**src/rtl/phase_programmer.sv**
```systemverilog
// Per-phase value programmer: LOAD/CONFIRM commits a word to the current phase, END advances.
// Optional readback port enabled by defining PHASE_PROGRAMMER_READBACK_EN.
module phase_programmer #(
    parameter  int unsigned DATA_W     = 4,
    parameter  int unsigned NUM_PHASES = 4,
    localparam int unsigned PHASE_W    = (NUM_PHASES > 2) ? $clog2(NUM_PHASES) : 1
) (
    input  logic               clk,
    input  logic               rst_n,
    input  logic               cmd_valid,
    input  logic [1:0]         cmd,
    input  logic [DATA_W-1:0]  data,
    input  logic               restart,
    output logic               cmd_ready,
    output logic [PHASE_W-1:0] phase,
    output logic               phase_plus,
    output logic [DATA_W-1:0]  diode,
    output logic               staged,
    output logic               done,
    output logic               err
`ifdef PHASE_PROGRAMMER_READBACK_EN
    ,
    input  logic [PHASE_W-1:0] rd_phase,
    output logic [DATA_W-1:0]  rd_data
`endif
);

    localparam logic [1:0] CMD_LOAD    = 2'b11;
    localparam logic [1:0] CMD_CONFIRM = 2'b01;
    localparam logic [1:0] CMD_END     = 2'b00;
    localparam logic [1:0] CMD_NOP     = 2'b10;

    typedef enum logic [1:0] {
        ST_EMPTY  = 2'd0,
        ST_STAGED = 2'd1,
        ST_DONE   = 2'd2
    } state_t;

    state_t              state_q, state_d;
    logic [PHASE_W-1:0]  phase_q, phase_d, phase_inc;
    logic [DATA_W-1:0]   stage_q, stage_d;
    logic [DATA_W-1:0]   diode_q, diode_d;
    logic                err_q, err_d;
    logic                plus_q, plus_d;
    logic                mem_we;
    logic [DATA_W-1:0]   mem_q [NUM_PHASES];

    assign phase_inc  = phase_q + PHASE_W'(1);
    assign cmd_ready  = (state_q != ST_DONE);
    assign staged     = (state_q == ST_STAGED);
    assign done       = (state_q == ST_DONE);
    assign phase      = phase_q;
    assign diode      = diode_q;
    assign err        = err_q;
    assign phase_plus = plus_q;

    // Next-state and datapath decode; restart overrides any command.
    always_comb begin
        state_d = state_q;
        phase_d = phase_q;
        stage_d = stage_q;
        diode_d = diode_q;
        err_d   = err_q;
        plus_d  = 1'b0;
        mem_we  = 1'b0;
        if (restart) begin
            state_d = ST_EMPTY;
            phase_d = '0;
            err_d   = 1'b0;
            diode_d = mem_q[0];
        end else if (cmd_valid && cmd_ready) begin
            case (cmd)
                CMD_LOAD: begin
                    stage_d = data;
                    state_d = ST_STAGED;
                end
                CMD_CONFIRM: begin
                    if (state_q == ST_STAGED) begin
                        mem_we  = 1'b1;
                        diode_d = stage_q;
                        state_d = ST_EMPTY;
                    end else begin
                        err_d = 1'b1;
                    end
                end
                CMD_END: begin
                    if (state_q == ST_STAGED) begin
                        err_d = 1'b1;
                    end
                    plus_d = 1'b1;
                    if (phase_q == PHASE_W'(NUM_PHASES - 1)) begin
                        state_d = ST_DONE;
                    end else begin
                        phase_d = phase_inc;
                        diode_d = mem_q[phase_inc];
                        state_d = ST_EMPTY;
                    end
                end
                CMD_NOP: ;
                default: ;
            endcase
        end
    end

    always_ff @(posedge clk or negedge rst_n) begin
        if (!rst_n) begin
            state_q <= ST_EMPTY;
            phase_q <= '0;
            stage_q <= '0;
            diode_q <= '0;
            err_q   <= 1'b0;
            plus_q  <= 1'b0;
        end else begin
            state_q <= state_d;
            phase_q <= phase_d;
            stage_q <= stage_d;
            diode_q <= diode_d;
            err_q   <= err_d;
            plus_q  <= plus_d;
        end
    end

    // Committed per-phase storage, survives restart.
    always_ff @(posedge clk or negedge rst_n) begin
        if (!rst_n) begin
            for (int i = 0; i < NUM_PHASES; i++) begin
                mem_q[i] <= '0;
            end
        end else if (mem_we) begin
            mem_q[phase_q] <= stage_q;
        end
    end

`ifdef PHASE_PROGRAMMER_READBACK_EN
    // Match loop returns zero for indices beyond the last phase.
    always_comb begin
        rd_data = '0;
        for (int i = 0; i < NUM_PHASES; i++) begin
            if (rd_phase == PHASE_W'(i)) begin
                rd_data = mem_q[i];
            end
        end
    end
`endif

endmodule
```
**config.mk**
```make
export PLATFORM = sky130hd
export DESIGN_NAME = phase_programmer
export DESIGN_NICKNAME = d
export VERILOG_FILES = /design/src/rtl/phase_programmer.sv
export SDC_FILE = /design/constraint.sdc
export NUM_CORES = 1
export LEC_CHECK = 0
export CELL_PAD_IN_SITES_DETAIL_PLACEMENT = 2
export CELL_PAD_IN_SITES_GLOBAL_PLACEMENT = 2
export CORE_ASPECT_RATIO = 0.6
export CORE_MARGIN = 4
export CORE_UTILIZATION = 39
export CTS_CLUSTER_SIZE = 20
export DETAILED_ROUTE_END_ITERATION = 10
export PLACE_DENSITY = 0.9
export SLEW_MARGIN = 20
export SYNTH_ARGS = -nofsm -noshare
export SYNTH_HDL_FRONTEND = slang
export SYNTH_SLANG_ARGS = --single-unit
```
**constraint.sdc**
```tcl
create_clock -name clk -period 3.9 [get_ports clk]
set_input_delay 0.39 -clock clk [delete_from_list [all_inputs] [get_ports clk]]
set_output_delay 0.39 -clock clk [all_outputs]
set_load 0.1 [all_outputs]
```
==> impl_metrics.toml <==
[grt]
grt_antenna_before_repair = 0
grt_pass1_vias = 1211
grt_util_all_layers = 0.195
grt_start_max_net_pins = 31
grt_pass1_wl_mm = 6.96
grt_overflow_total = 0

[power_and_ir_drop]
power_w = 0.000949
vdd_drop_max_v = 0.000296
power_switching_w = 0.000317
clkPwrFrac = 0.337
p_per_area_nw_per_um2 = 505
leakage_nw = 0.840
pwr-share-seq = 0.413
p_int_w = 0.000632
comb_power_share = 0.250
switching_share = 0.334

[placed_design]
port_buffers = 20
place_congestion = 0.732
hpwl_mm = 3.31

[route]
wl_met1_mm = 2.04
drc = 0
top_layer = "met4"
drt-total-wl_mm = 4.37
drtIter0Drc = 45
vias_per_cell = 5.49
wl_met3_um = 197
met2_length_mm = 2.08
vias = 1076
drtPass1Iterations = 4
wl_per_cell_um = 22.3
ant_nets = 0

[clock_network]
clkTransAtPathRegs_ns = 0.06
cts_post_setup_buffers_inserted = 0
numCtsBuffers = 5
cts.sinks = 30
tritoncts = "built"
cts_root_buf = "clkbuf_8"
clk_latency_ns = 0.28
clk_path_buf_depth = 2
cts_resized = 0
hold_buffers = 0
htree_levels = 2

[die]
rows = 17
die_y_um = 56.2
dieArea_sq_um = 4970
design.portCount = 21
die_x_um = 88.4
start_util = 0.408
coreArea_sq_um = 3700

[synthesis]
synth_cell_types = 28
ys_seq_elements = 30
synth-async-reset-ratio = 1.00
synth-edff-count = 0
syn_nets = 138
ys_warn_count = 0
ys.flop_type = "dfrtp_1"
syn-cell-area_sq_um = 1510
syn_area_per_cell_sq_um = 12.2
synth_cells = 124
yosysSeqAreaShare = 0.497

[sta]
hold_viol = 0
period_share = 0.672
setup_viol = 0
fmax_ghz = 0.381
tightest_slew_ns = 1.01
maxSlewViolCount = 0
rsz0062_at_grt = "false"
fin_crit_ns = 2.62
setup_tns_ns = 0
slew_headroom = 0.324
finClkSkew_ns = 0.00168

[critical_path]
start_kind = "flop"
worst_ep_arrival_time_ns = 2.23
criticalPathCategory = "flop to output port"
crit_slowest_cell = "clkdlybuf4s50_1"
slowest_delay_ns = 1.13
critPathMaxFanout = 5
worst-endpoint-required_ns = 3.51
ff2ff_setup_slack_ns = 1.77
endpoint_kind = "output port"
path_cells = "nand2b_1, inv_1, clkdlybuf4s50_1"

[final_layout]
area_growth_pct = 24.3
drive_gt1_frac = 0.275
diodes = 0
nets = 163

[flow_run]
maxCapViolCount = 0

[run_status]
status = "finished clean"

[hold_path]
hp-class = "input pin to asynchronous set/reset pin"
## layer usage
| layer | vias to the layer above | GRT usage |
|---|---|---|
| met5 | - | 0 |
| met4 | 0 | 0.0517 |
| met3 | 7 | 0.0503 |
| met2 | 26 | 0.306 |
| met1 | 552 | 0.266 |
| li1 | 491 | - |
## layout by cell type (no fill, tap or decap)
master / n
mux2_2: 24
nor4b_1: 1
or3b_2: 1
a21oi_1: 12
nor3_1: 1
o2bb2ai_1: 1
mux4_2: 4
dfrtp_1: 30
or2_2: 1
a21o_1: 1
nand4b_1: 1
a31oi_1: 1
mux2i_1: 1
nor4_2: 1
nor2b_1: 6
a22oi_1: 1
a21oi_2: 1
bufinv_16: 1
o21ai_0: 1
o2bb2ai_2: 1
buf_4: 1
nand2_1: 10
nand2b_1: 3
xor2_1: 1
clkdlybuf4s50_1: 20
o211ai_1: 1
nor2_1: 4
clkbuf_8: 6
xnor2_1: 1
ha_1: 4
inv_1: 7
## final timing paths
| check | from | endpoint | cells past startpoint |
|---|---|---|---|
| max | state_q[0] | done | 3 |
| min | rst_n | err | 2 |
| max reg2reg | phase[0] | diode[0] | 6 |
| min reg2reg | mem_q[5] | mem_q[5] | 1 |
| max in group asynchronous | rst_n | mem_q[2] | 2 |
| min in group clk | mem_q[5] | mem_q[5] | 1 |
## state kept, by name, summed over array words and instances, names as in the netlist
register / flops
err: 1
phase: 2
state_q: 2
mem_q: 16
diode: 4
phase_plus: 1
stage_q: 4
## power groups by stage
stage | Combinational, W | Sequential, W | Clock (W)
after global placement | 0.000227 | 0.000391 | 0
after global routing | 0.000250 | 0.000398 | 0.000341
final | 0.000237 | 0.000392 | 0.000320
after detailed placement | 0.000236 | 0.000398 | 0
after floorplan | 0.0000839 | 0.000466 | 0
after CTS | 0.000239 | 0.000392 | 0.000326
## critical path: cells and delay by family (launching register included)
kind / cells / cell delay, ns
buffers and inverters: 2 / 1.24
DFF: 1 / 0.46
and+or+nand+nor: 1 / 0.24
## area by class of cell
class                      instances  area [sq um]
sequential                        30           751
tap                               47          58.8
fill                             375          1820
multi-input combinational         84           723
timing repair buffer              21           208
clock buffer                       6          82.6
clock inverter                     1          30.0
inverter                           7          26.3
## cells by family after synthesis
logic type	after synthesis	synth area share
flip-flops	30	0.497
multiplexers	29	0.245
AND/OR/NAND/NOR	29	0.105
AO/OA/AOI/OAI	20	0.0836
adder cells (fa/ha/maj)	4	0.0331
buffers and inverters	10	0.0248
XOR/XNOR	2	0.0116
## per-stage QoR
step | worst slack (ns) | instance area, sq um | utilization | hold WS (ns) | std cells
after CTS | 1.27 | 1880 | 0.508 | 0.514 | 196
after floorplan | 0.858 | 1510 | - | 0.0944 | 124
after detailed placement | 1.42 | 1770 | 0.477 | 0.499 | 189
after global placement | 1.51 | 1770 | 0.477 | 0.485 | 189
final | 1.28 | 1880 | 0.508 | 0.505 | 196
after global routing | 1.23 | 1880 | 0.508 | 0.527 | 196
## synthesized netlist by cell type, types with 3 or more instances
library cell | number | area (sq um)
ha_1 | 4 | 50.1
mux2_2 | 24 | 270
mux4_2 | 4 | 90.1
nand2_1 | 10 | 37.5
nor2b_1 | 6 | 37.5
clkbuf_1 | 3 | 11.3
inv_1 | 7 | 26.3
a21oi_1 | 12 | 60.1
nor2_1 | 4 | 15.0
dfrtp_1 | 30 | 751
nand2b_1 | 3 | 18.8
No activity file was read; power rests on OpenSTA's default activity.
